==> src/rtl/dot_prod_pkg.sv <==
// dot_prod_pkg: definitions shared by the dot-product sequencer, the kernel
// wrappers and the benches.
//   - Default values for the job size and the operand/result widths.
//   - The sequencer state encoding seq_state_t.
//   - Small decode helpers that map a state to its output levels.
package dot_prod_pkg;

  localparam int DEF_N_ELEMS        = 1000;
  localparam int DEF_ADDR_W         = 10;
  localparam int DEF_DATA_W         = 27;
  localparam int DEF_RES_W          = 64;
  localparam int DEF_TIMEOUT_CYCLES = 8191;

  typedef enum logic [2:0] {
    ST_IDLE   = 3'd0,
    ST_LOAD   = 3'd1,
    ST_LAUNCH = 3'd2,
    ST_RUN    = 3'd3,
    ST_DONE   = 3'd4,
    ST_ERR    = 3'd5
  } seq_state_t;

  // A job is in flight from the first operand load until the result is taken.
  function automatic logic state_is_busy(input seq_state_t s);
    return (s == ST_LOAD) || (s == ST_LAUNCH) || (s == ST_RUN) || (s == ST_DONE);
  endfunction

  // The sequencer owns the array ports except while the kernel is launched or running.
  function automatic logic state_owns_arrays(input seq_state_t s);
    return !((s == ST_LAUNCH) || (s == ST_RUN));
  endfunction

endpackage

==> src/rtl/dot_prod_timeout.sv <==
// dot_prod_timeout: completion watchdog for the kernel run phase.
//   clk, rst_n : clock and asynchronous active-low reset
//   clr        : zero the counter (takes priority over en)
//   en         : count one cycle; the counter saturates at TIMEOUT_CYCLES
//   expire     : high in the cycle whose edge moves the counter onto
//                TIMEOUT_CYCLES, so the owner can change state on that edge
module dot_prod_timeout
  import dot_prod_pkg::*;
#(
  parameter int TIMEOUT_CYCLES = DEF_TIMEOUT_CYCLES,
  parameter int CNT_W          = $clog2(TIMEOUT_CYCLES + 1)
) (
  input  logic clk,
  input  logic rst_n,
  input  logic clr,
  input  logic en,
  output logic expire
);

  localparam logic [CNT_W-1:0] CNT_ZERO = {CNT_W{1'b0}};
  localparam logic [CNT_W-1:0] CNT_ONE  = CNT_W'(1'b1);
  localparam logic [CNT_W-1:0] CNT_TERM = CNT_W'(TIMEOUT_CYCLES);
  localparam logic [CNT_W-1:0] CNT_LAST = CNT_W'(TIMEOUT_CYCLES - 1);

  logic [CNT_W-1:0] count_q;
  logic [CNT_W-1:0] count_d;

  // Next count: clear, saturating increment, or hold.
  always_comb begin
    count_d = count_q;
    if (clr) begin
      count_d = CNT_ZERO;
    end else if (en && (count_q != CNT_TERM)) begin
      count_d = count_q + CNT_ONE;
    end else begin
      count_d = count_q;
    end
  end

  // Counter register.
  always_ff @(posedge clk or negedge rst_n) begin
    if (!rst_n) begin
      count_q <= CNT_ZERO;
    end else begin
      count_q <= count_d;
    end
  end

  assign expire = en & ~clr & (count_q == CNT_LAST);

endmodule

==> src/rtl/dot_prod_sequencer.sv <==
// dot_prod_sequencer: host-side controller for the dot-product kernel.
// Streams N_ELEMS operand pairs into the kernel's a/b arrays, launches the
// kernel, waits for its done flag (with a timeout) and hands the signed
// result out over a valid/ready handshake.
//   Host side  : start, abort, init_acc, load_valid/ready/a/b,
//                busy, res_valid/ready/data, timeout_err
//   Kernel side: k_r_enable, k_controlArr, k_init_i, k_init_acc,
//                k_w_enable, k_result, array write ports for a and b
// Array writes are issued in the same cycle as the load handshake, so the
// write enables and write data are the only outputs that follow inputs
// combinationally; all other outputs come straight from flops.
module dot_prod_sequencer
  import dot_prod_pkg::*;
#(
  parameter int N_ELEMS        = DEF_N_ELEMS,
  parameter int ADDR_W         = DEF_ADDR_W,
  parameter int DATA_W         = DEF_DATA_W,
  parameter int RES_W          = DEF_RES_W,
  parameter int TIMEOUT_CYCLES = DEF_TIMEOUT_CYCLES
) (
  input  logic              clk,
  input  logic              rst_n,
  input  logic              start,
  input  logic              abort,
  input  logic [RES_W-1:0]  init_acc,
  input  logic              load_valid,
  output logic              load_ready,
  input  logic [DATA_W-1:0] load_a,
  input  logic [DATA_W-1:0] load_b,
  output logic              busy,
  output logic              res_valid,
  input  logic              res_ready,
  output logic [RES_W-1:0]  res_data,
  output logic              timeout_err,
  output logic              k_r_enable,
  output logic              k_controlArr,
  output logic [ADDR_W-1:0] k_init_i,
  output logic [RES_W-1:0]  k_init_acc,
  input  logic              k_w_enable,
  input  logic [RES_W-1:0]  k_result,
  output logic              k_arrWEnable_a,
  output logic              k_arrWEnable_b,
  output logic [ADDR_W-1:0] k_arrAddr_a,
  output logic [ADDR_W-1:0] k_arrAddr_b,
  output logic [DATA_W-1:0] k_arrWData_a,
  output logic [DATA_W-1:0] k_arrWData_b
);

  localparam logic [ADDR_W-1:0] ADDR_ZERO = {ADDR_W{1'b0}};
  localparam logic [ADDR_W-1:0] ADDR_ONE  = ADDR_W'(1'b1);
  localparam logic [ADDR_W-1:0] ADDR_LAST = ADDR_W'(N_ELEMS - 1);
  localparam logic [RES_W-1:0]  RES_ZERO  = {RES_W{1'b0}};

  seq_state_t        state_q, state_d;
  logic [ADDR_W-1:0] addr_q, addr_d;
  logic [RES_W-1:0]  acc_q, acc_d;            // init_acc captured at start
  logic [RES_W-1:0]  res_data_q, res_data_d;
  logic [RES_W-1:0]  k_init_acc_q, k_init_acc_d;
  logic              timeout_err_q, timeout_err_d;
  logic              load_ready_q, load_ready_d;
  logic              busy_q, busy_d;
  logic              res_valid_q, res_valid_d;
  logic              k_r_enable_q, k_r_enable_d;
  logic              k_control_arr_q, k_control_arr_d;

  logic              wr_s;
  logic              tmo_clr_s;
  logic              tmo_en_s;
  logic              tmo_expire_s;

  dot_prod_timeout #(
    .TIMEOUT_CYCLES (TIMEOUT_CYCLES)
  ) u_timeout (
    .clk    (clk),
    .rst_n  (rst_n),
    .clr    (tmo_clr_s),
    .en     (tmo_en_s),
    .expire (tmo_expire_s)
  );

  // Next state and datapath: abort is tested first in every state that honours it.
  always_comb begin
    state_d       = state_q;
    addr_d        = addr_q;
    acc_d         = acc_q;
    res_data_d    = res_data_q;
    timeout_err_d = timeout_err_q;
    tmo_clr_s     = 1'b0;
    tmo_en_s      = (state_q == ST_RUN);
    // An abort cycle never writes, even with a handshake on the port.
    wr_s          = (state_q == ST_LOAD) & load_valid & load_ready_q & ~abort;

    case (state_q)
      ST_IDLE, ST_ERR: begin
        if (start) begin
          state_d       = ST_LOAD;
          acc_d         = init_acc;
          addr_d        = ADDR_ZERO;
          timeout_err_d = 1'b0;
        end else begin
          state_d = state_q;
        end
      end
      ST_LOAD: begin
        if (abort) begin
          state_d = ST_IDLE;
        end else if (wr_s) begin
          if (addr_q == ADDR_LAST) begin
            state_d = ST_LAUNCH;
          end else begin
            addr_d = addr_q + ADDR_ONE;
          end
        end else begin
          state_d = ST_LOAD;
        end
      end
      ST_LAUNCH: begin
        if (abort) begin
          state_d = ST_IDLE;
        end else begin
          state_d   = ST_RUN;
          tmo_clr_s = 1'b1;
        end
      end
      ST_RUN: begin
        // Completion is checked before the watchdog so a late done still wins.
        if (abort) begin
          state_d = ST_IDLE;
        end else if (k_w_enable) begin
          state_d    = ST_DONE;
          res_data_d = k_result;
        end else if (tmo_expire_s) begin
          state_d       = ST_ERR;
          timeout_err_d = 1'b1;
        end else begin
          state_d = ST_RUN;
        end
      end
      ST_DONE: begin
        if (res_ready) begin
          state_d = ST_IDLE;
        end else begin
          state_d = ST_DONE;
        end
      end
      default: begin
        state_d = ST_IDLE;
      end
    endcase
  end

  // Output levels are decoded from the next state so they register alongside it.
  always_comb begin
    load_ready_d    = (state_d == ST_LOAD);
    busy_d          = state_is_busy(state_d);
    res_valid_d     = (state_d == ST_DONE);
    k_r_enable_d    = (state_d != ST_RUN);
    k_control_arr_d = state_owns_arrays(state_d);
    if (state_d == ST_LAUNCH) begin
      k_init_acc_d = acc_d;
    end else begin
      k_init_acc_d = k_init_acc_q;
    end
  end

  // Sequencer state and registered outputs.
  always_ff @(posedge clk or negedge rst_n) begin
    if (!rst_n) begin
      state_q         <= ST_IDLE;
      addr_q          <= ADDR_ZERO;
      acc_q           <= RES_ZERO;
      res_data_q      <= RES_ZERO;
      k_init_acc_q    <= RES_ZERO;
      timeout_err_q   <= 1'b0;
      load_ready_q    <= 1'b0;
      busy_q          <= 1'b0;
      res_valid_q     <= 1'b0;
      k_r_enable_q    <= 1'b1;
      k_control_arr_q <= 1'b1;
    end else begin
      state_q         <= state_d;
      addr_q          <= addr_d;
      acc_q           <= acc_d;
      res_data_q      <= res_data_d;
      k_init_acc_q    <= k_init_acc_d;
      timeout_err_q   <= timeout_err_d;
      load_ready_q    <= load_ready_d;
      busy_q          <= busy_d;
      res_valid_q     <= res_valid_d;
      k_r_enable_q    <= k_r_enable_d;
      k_control_arr_q <= k_control_arr_d;
    end
  end

  assign load_ready     = load_ready_q;
  assign busy           = busy_q;
  assign res_valid      = res_valid_q;
  assign res_data       = res_data_q;
  assign timeout_err    = timeout_err_q;
  assign k_r_enable     = k_r_enable_q;
  assign k_controlArr   = k_control_arr_q;
  assign k_init_i       = ADDR_ZERO;
  assign k_init_acc     = k_init_acc_q;
  assign k_arrWEnable_a = wr_s;
  assign k_arrWEnable_b = wr_s;
  assign k_arrAddr_a    = addr_q;
  assign k_arrAddr_b    = addr_q;
  assign k_arrWData_a   = load_a;
  assign k_arrWData_b   = load_b;

endmodule

==> config.mk <==
export PLATFORM = sky130hd
export DESIGN_NAME = dot_prod_sequencer
export DESIGN_NICKNAME = d
export VERILOG_FILES = /design/src/rtl/dot_prod_pkg.sv /design/src/rtl/dot_prod_timeout.sv /design/src/rtl/dot_prod_sequencer.sv
export SDC_FILE = /design/constraint.sdc
export NUM_CORES = 1
export LEC_CHECK = 0
export ABC_AREA = 1
export CAP_MARGIN = 5
export CORE_AREA = 2 2 157 159
export CTS_BUF_LIST = sky130_fd_sc_hd__clkbuf_2
export DETAILED_ROUTE_END_ITERATION = 8
export DIE_AREA = 0 0 159 161
export PLACE_DENSITY = 0.87
export SLEW_MARGIN = 20
export SYNTH_ARGS = -nofsm -noshare
export SYNTH_HDL_FRONTEND = slang
export SYNTH_SLANG_ARGS = --single-unit
==> constraint.sdc <==
create_clock -name clk -period 1.94 [get_ports clk]
set_input_delay 0.485 -clock clk [delete_from_list [all_inputs] [get_ports clk]]
set_output_delay 0.485 -clock clk [all_outputs]
set_load 0.005 [all_outputs]
==> load_flow_metrics.sql, run 1 <==
INSERT INTO impl_metrics (metric_group, metric, value, unit) VALUES
('timing', 'finalSetupViolCount', '7', ''),
('routing', 'drt-vias-per-instance', '4.76', ''),
('clock_tree', 'cts.path.max_buffers', '3', ''),
('timing', 'timing.final.max_slew_violations', '0', ''),
('synthesis', 'synth_enable_flop_cells', '0', ''),
('pwr', 'pwr_density_cell', '1330', 'nW/µm²'),
('pwr', 'power', '18.1', 'mW'),
('clock_tree', 'cts.htree.levels', '2', ''),
('floorplan', 'die_h', '161', 'µm'),
('job', 'drv.max_cap_violation_count', '0', ''),
('routing', 'drcViolationCount', '0', ''),
('place', 'placer_s_final_routability_congestion_estimate', '0.868', ''),
('place', 'postPlaceCellArea', '12800', 'µm²'),
('timing', 'achievable-frequency', '0.451', 'GHz'),
('cells_and_area', 'multi_input_area', '3330', 'µm²'),
('floorplan', 'initial_utilization', '40.7', '%'),
('cells_and_area', 'ff_latch_area', '5610', 'µm²'),
('clock_tree', 'cts.sink_count', '224', ''),
('floorplan', 'placementRows', '57', ''),
('place', 'dpl_worst_slack', '-0.477', 'ns'),
('timing', 'max_slew.worst_pin.slew', '0.520', 'ns'),
('floorplan', 'floorplan.die.width', '159', 'µm'),
('cells_and_area', 'synthToLayoutAreaGrowth', '39.0', '%'),
('setup_path', 'worst_path_fanout_max', '2', ''),
('synthesis', 'postSynthCellCount', '1136', ''),
('clock_tree', 'clk_latency', '0.82', 'ns'),
('setup_path', 'start_kind', 'register', ''),
('pwr', 'peakVddDrop', '0.590', 'mV'),
('global_route', 'grt_antenna_before_repair', '1', ''),
('pwr', 'power.leakage', '7.21', 'nW'),
('global_route', 'globalRoute.totalOverflow', '0', ''),
('clock_tree', 'worst_setup_hold_path_clk_slew', '0.11', 'ns'),
('global_route', 'number_of_global_route_vias_before_repair', '9269', ''),
('setup_path', 'rr_startpoint', 'state_q[0]$_DFF_PN0_', ''),
('status', 'outcome', 'finished, violations left', ''),
('setup_path', 'worstSetupEndpointType', 'output port', ''),
('setup_path', 'crit_start', 'state_q[1]$_DFF_PN0_', ''),
('timing', 'timing.setup.tns', '-0.793', 'ns'),
('routing', 'total_via_count_in_the_routed_design', '8928', ''),
('place', 'dp.cells', '1680', ''),
('cells_and_area', 'post-route-util', '56.6', '%'),
('synthesis', 'syn-mean-instance-area', '8.59', 'µm²'),
('synthesis', 'ys_seq_elements', '224', ''),
('worst_hold_path', 'hold_path_class', 'input port to register', ''),
('cells_and_area', 'final_layout_size_suffix_gt1_share', '26.7', '%'),
('timing', 'relSlewSlack', '65.4', '%'),
('routing', 'drt_iter0_drc', '670', ''),
('place', 'port_buffers', '290', ''),
('synthesis', 'post_synth_num_cell_types', '33', ''),
('global_route', 'grt_start_max_net_pins', '59', ''),
('timing', 'fin_skew', '0.0662', 'ns'),
('timing', 'finalHoldWorstSlack', '0.191', 'ns'),
('global_route', 'wire_length_of_the_first_global_routing_pass', '45600', 'µm'),
('cells_and_area', 'fillerInstances', '2078', ''),
('timing', 'share_of_the_cycle_needed_by_the_critical_path_after_routing', '114', '%'),
('global_route', 'grt.total_usage', '21.8', '%'),
('synthesis', 'asyncSetResetFlopFracSynth', '100', '%'),
('worst_hold_path', 'min-delay-start', 'k_result[32]', ''),
('floorplan', 'floorplan.core_area', '24000', 'µm²'),
('setup_path', 'critPathArrivalTime', '1.73', 'ns'),
('clock_tree', 'inserted_clock_buffers', '56', ''),
('floorplan', 'die_area', '25600', 'µm²'),
('place', 'place_hpwl', '18400', 'µm'),
('synthesis', 'ys_seq_area_share', '57.5', '%'),
('cells_and_area', 'finalInstanceArea', '13600', 'µm²'),
('routing', 'wl_per_cell', '16.0', 'µm'),
('cells_and_area', 'final_cell_count_no_fill', '1874', ''),
('cells_and_area', 'final_nets', '1696', ''),
('routing', 'ant_nets', '0', ''),
('synthesis', 'post_synth_instance_area', '9760', 'µm²'),
('setup_path', 'criticalPathCategory', 'register to output port', ''),
('setup_path', 'worstPathRequired', '1.45', 'ns'),
('routing', 'drt_pre_antenna_iters', '5', ''),
('timing', 'rsz0062_at_grt', 'true', ''),
('routing', 'totalWireLength', '30100', 'µm'),
('timing', 'min_period', '2.22', 'ns'),
('status', 'failed_checks', 'negative setup slack', ''),
('setup_path', 'timing.reg2reg.setup_slack', '0.09', 'ns'),
('timing', 'setup_ws', '-0.280', 'ns'),
('clock_tree', 'clock-root-buffer', 'clkbuf_2', ''),
('floorplan', 'design.portCount', '409', ''),
('timing', 'final-hold-violation-count', '0', ''),
('synthesis', 'synthFlopType', 'dfrtp_1', ''),
('synthesis', 'yosys_warnings', '0', ''),
('clock_tree', 'cts_tree', 'yes', '');
-- worst paths after layout --
check	to	depth (start not counted)
min reg2reg	res_data[41]$_DFFE_PN0P_	2
max reg2reg	res_data[2]$_DFFE_PN0P_	9
min	res_data[32]$_DFFE_PN0P_	3
max in group asynchronous	k_controlArr$_DFF_PN1_	3
min in group asynchronous	acc_q[24]$_DFF_PN0_	2
max	k_arrWEnable_b	5
-- cells by family (layout without fill, tap and decap cells) --
logic type | Yosys count | count (layout) | share of synthesized area, %
compound gates | 91 | 91 | 4.97
xor+xnor | 8 | 8 | 0.718
fa+ha+maj | 3 | 3 | 0.385
buf+inv | 154 | 557 | 9.71
flops | 224 | 224 | 57.5
other cells | 1 | 11 | 0.0384
simple gates | 655 | 656 | 26.7
-- layout by cell type (no fill, tap or decap), types with 15 or more instances in the layout --
cell	n
nand2_1	443
dfrtp_1	218
nor2_1	152
buf_2	137
clkdlybuf4s50_1	133
buf_4	101
clkbuf_2	84
a21oi_1	69
buf_6	30
inv_1	23
nand3_1	21
clkinv_1	20
o21ai_0	15
-- what timing repair did --
action | CTS | global route
setup endpoints to repair | 156 | 169
endpoints found under the hold margin | 223 | 0
pin swaps | 2 | 9
cloned | 0 | 7
hold buffers | 1 | 0
gates resized for setup | 655 | 25
setup buffers | 68 | 20
-- state kept, by name, summed over array words and instances (netlist names) --
register	cells
k_controlArr	1
state_q	3
res_valid	1
load_ready	1
k_arrAddr_a	10
timeout_err	1
u_timeout.count_q	13
k_r_enable	1
res_data	64
k_init_acc	64
acc_q	64
busy	1
-- where the power goes --
| part | total [mW] | switching, mW | internal [mW] |
|---|---|---|---|
| combinational | 7.20 | 3.73 | 3.47 |
| clock | 3.21 | 1.96 | 1.26 |
| sequential | 7.64 | 0.980 | 6.66 |
| total | 18.1 | 6.67 | 11.4 |
-- routing by layer --
layer  up-vias  track usage [%]  share of wire [%]
met5         -                0                  0
met4         0             12.3                4.5
met3       113             5.47                7.0
met2       384             38.3                 50
met1      4206             24.2                 39
li1       4225                -                  -
-- cell type report --
type / instances / share of cell area [%]
repair buffers: 426 / 26.4
inverters: 28 / 0.830
multi-input cells: 768 / 24.6
flip-flops and latches: 224 / 41.4
diodes: 1 / 0.0184
well taps: 324 / 2.99
clock buffers: 81 / 2.99
clock inverters: 22 / 0.812
-- synthesized netlist by cell type, types with 3 or more instances --
library cell  number  area share [%]
nand4_1           12            0.77
a21oi_1           69             3.5
inv_1             25            0.96
nand2_2            6            0.38
ha_1               3            0.38
nand3_1           22             1.1
buf_4             89             6.8
nand3b_1           3            0.23
clkbuf_1          18            0.69
nand2_1          447              17
xor2_1             4            0.36
o21ai_0           15            0.77
nor3_1             3            0.15
xnor2_1            4            0.36
dfrtp_1          222              57
nor2_1           154             5.9
buf_2             17            0.87
-- worst max-delay path, stage by stage, from the launching register on --
cell and delay, ns:
dfrtp_1 0.40, inv_2 0.09, nand3_4 0.07, nor3_4 0.14, buf_6 0.14, buf_6 0.09
Note: power is estimated with default switching activity, not from simulation.
==> inputs of run 2 (changes only) <==
Settings changed: CORE_AREA 2 2 157 159 to 2 2 158 160, DIE_AREA 0 0 159 161 to 0 0 160 162, PLACE_DENSITY 0.87 to 0.88, SYNTH_HIERARCHICAL set to 1.
==> run 2 against run 1 <==
  * The flow still finishes with violations (negative setup slack)
  * Clock skew rose by 0.021 ns
  * Combinational power fell by 50%
  * Cell count down 3.0%
  * Count of clock-buffer cells in the layout up 9
  * Die area is 1.3% higher
  * Core utilization up 3.8 points
  * Register-to-register slack worse by 0.13 ns
  * First-iteration DRC count fell by 14%
  * Largest cell class unchanged
  * Largest power group unchanged
==> load_flow_metrics.sql, run 2 <==
INSERT INTO impl_metrics (metric_group, metric, value, unit) VALUES
('status', 'outcome', 'finished, violations left', ''),
('status', 'failed_checks', 'negative setup slack', ''),
('synthesis', 'asyncSetResetFlopFracSynth', '100', '%'),
('timing', 'timing.setup.tns', '-1.11', 'ns'),
('floorplan', 'floorplan.core_area', '24100', 'µm²'),
('setup_path', 'start_kind', 'register', ''),
('setup_path', 'top_cell_family_by_delay_on_the_critical_path', 'flip-flops', ''),
('cells_and_area', 'synthToLayoutAreaGrowth', '43.2', '%'),
('global_route', 'globalRoute.totalOverflow', '0', ''),
('clock_tree', 'cts.path.max_buffers', '3', ''),
('job', 'drv.max_cap_violation_count', '0', ''),
('cells_and_area', 'finalInstanceArea', '14600', 'µm²'),
('timing', 'share_of_the_cycle_needed_by_the_critical_path_after_routing', '118', '%'),
('setup_path', 'worst_path_fanout_max', '2', ''),
('synthesis', 'syn-mean-instance-area', '9.87', 'µm²'),
('pwr', 'power', '12.5', 'mW'),
('place', 'place_hpwl', '20200', 'µm'),
('floorplan', 'floorplan.die.width', '160', 'µm'),
('synthesis', 'yosysTopAreaCellShare', '54.7', '%'),
('timing', 'fin_skew', '0.0872', 'ns'),
('synthesis', 'synth_top_area_cell', 'dfrtp_1', ''),
('floorplan', 'design.portCount', '409', ''),
('timing', 'setup_ws', '-0.345', 'ns'),
('routing', 'drt_iter0_drc', '577', ''),
('cells_and_area', 'mostFrequentLayoutCell', 'dfrtp_1', ''),
('cells_and_area', 'final_layout_size_suffix_gt1_share', '36.8', '%'),
('setup_path', 'crit_slowest_cell', 'dfrtp_1', ''),
('clock_tree', 'cts.htree.levels', '2', ''),
('timing', 'final-hold-violation-count', '0', ''),
('global_route', 'grt_antenna_before_repair', '1', ''),
('floorplan', 'die_h', '162', 'µm'),
('cells_and_area', 'mostFrequentLayoutCells', 'dfrtp_1 (218), nand2_1 (213), nor2_1 (148)', ''),
('synthesis', 'postSynthCellCount', '1029', ''),
('setup_path', 'critical_path_cell_count', '5', ''),
('synthesis', 'synth_top_cells_by_area', 'dfrtp_1 (55%), mux2_4 (8.7%), nand2_1 (8.2%)', ''),
('setup_path', 'worst-r2r-cell-count', '14', ''),
('pwr', 'peakVddDrop', '0.622', 'mV'),
('timing', 'timing.final.max_slew_violations', '0', ''),
('clock_tree', 'inserted_clock_buffers', '59', ''),
('place', 'placer_s_final_routability_congestion_estimate', '0.840', ''),
('pwr', 'power.leakage', '8.06', 'nW'),
('timing', 'finalSetupViolCount', '12', ''),
('clock_tree', 'cts.sink_count', '224', ''),
('floorplan', 'die_area', '25900', 'µm²'),
('cells_and_area', 'post-route-util', '60.4', '%'),
('setup_path', 'cpPeakStageDelay', '0.43', 'ns'),
('routing', 'total_via_count_in_the_routed_design', '9077', ''),
('setup_path', 'worstPathBufferInverterCount', '2', ''),
('clock_tree', 'clock-root-buffer', 'clkbuf_2', ''),
('place', 'postPlaceCellArea', '13100', 'µm²'),
('place', 'dp.cells', '1571', ''),
('clock_tree', 'cts_tree', 'yes', ''),
('routing', 'totalWireLength', '34300', 'µm'),
('setup_path', 'worstPathRequired', '1.45', 'ns'),
('synthesis', 'ys_seq_elements', '224', ''),
('routing', 'drt-vias-per-instance', '5.00', ''),
('worst_hold_path', 'hold_path_class', 'input port to asynchronous set/reset pin', ''),
('clock_tree', 'worst_setup_hold_path_clk_slew', '0.11', 'ns'),
('setup_path', 'worstSetupEndpointType', 'output port', ''),
('timing', 'finalHoldWorstSlack', '0.140', 'ns'),
('synthesis', 'synthMostInstantiatedCell', 'dfrtp_1', ''),
('synthesis', 'yosys-top-cells-count', 'dfrtp_1 (222), nand2_1 (221), nor2_1 (154)', ''),
('synthesis', 'synth_enable_flop_cells', '0', ''),
('global_route', 'wire_length_of_the_first_global_routing_pass', '48200', 'µm'),
('floorplan', 'initial_utilization', '42.2', '%'),
('synthesis', 'ys_seq_area_share', '55.2', '%'),
('clock_tree', 'clk_latency', '0.86', 'ns'),
('global_route', 'number_of_global_route_vias_before_repair', '9204', ''),
('routing', 'drt_pre_antenna_iters', '5', ''),
('place', 'port_buffers', '290', ''),
('synthesis', 'yosys_warnings', '6', ''),
('timing', 'rsz0062_at_grt', 'true', ''),
('synthesis', 'synthFlopType', 'dfrtp_1', ''),
('routing', 'ant_nets', '0', ''),
('routing', 'drcViolationCount', '0', ''),
('pwr', 'pwr_density_cell', '862', 'nW/µm²'),
('global_route', 'grt_start_max_net_pins', '65', ''),
('synthesis', 'post_synth_num_cell_types', '36', ''),
('setup_path', 'critPathArrivalTime', '1.80', 'ns'),
('routing', 'wl_per_cell', '18.9', 'µm'),
('setup_path', 'criticalPathCategory', 'register to output port', ''),
('cells_and_area', 'final_nets', '1643', ''),
('timing', 'min_period', '2.28', 'ns'),
('timing', 'achievable-frequency', '0.438', 'GHz'),
('global_route', 'grt.total_usage', '23.2', '%'),
('cells_and_area', 'final_cell_count_no_fill', '1817', ''),
('synthesis', 'post_synth_instance_area', '10200', 'µm²'),
('setup_path', 'cells_along_the_critical_path', 'nor2_4 > nand3_4 > nor2_4 > buf_6 > buf_6', ''),
('place', 'dpl_worst_slack', '-0.442', 'ns'),
('floorplan', 'placementRows', '57', '');
[run 2: worst paths after layout]
check	slack [ns]	startpoint	end
worst max-delay path	-0.34	state_q[1]$_DFF_PN0_	k_arrWEnable_a
worst min-delay path	0.14	rst_n	acc_q[43]$_DFF_PN0_
worst max register to register	-0.04	state_q[1]$_DFF_PN0_	busy$_DFF_PN0_
worst min register to register	0.48	acc_q[9]$_DFF_PN0_	acc_q[9]$_DFF_PN0_
max in group asynchronous	1.08	rst_n	k_r_enable$_DFF_PN1_
min in group clk	0.19	init_acc[35]	acc_q[35]$_DFF_PN0_
[run 2: per-layer routing]
metal | GRT usage, % | wire, µm
met1 | 26.9 | 12600
met2 | 39.4 | 17300
met3 | 6.66 | 2880
met4 | 11.8 | 1540
met5 | 0 | 0
[run 2: layout make-up]
type | count | area (µm²)
Inverter | 33 | 126
Sequential cell | 224 | 5610
Timing Repair Buffer | 472 | 4140
Clock inverter | 11 | 72.6
Multi-Input combinational cell | 661 | 3750
Clock buffer | 90 | 450
Antenna cell | 2 | 5.00
Fill cell | 1968 | 9550
Tap cell | 324 | 405
[run 2: logic make-up after synthesis]
kind of cell	share of synthesized area, %
mux	9.27
buf+inv	9.88
xor+xnor	0.862
other cells	0.0369
flops	55.2
simple gates	20.2
compound gates	4.21
fa+ha+maj	0.369
[run 2: repair_timing]
item | CTS | global route
hold endpoints to repair | 224 | 0
pin swaps | 2 | 16
setup buffers | 79 | 55
hold buffers | 2 | 0
endpoints found under the setup margin | 156 | 214
cloned | 0 | 14
gates resized for setup | 654 | 65
[run 2: power breakdown]
group | switching [mW] | internal, mW | total (mW)
logic | 2.00 | 1.60 | 3.60
registers | 0.240 | 5.36 | 5.60
clock network | 1.99 | 1.35 | 3.34
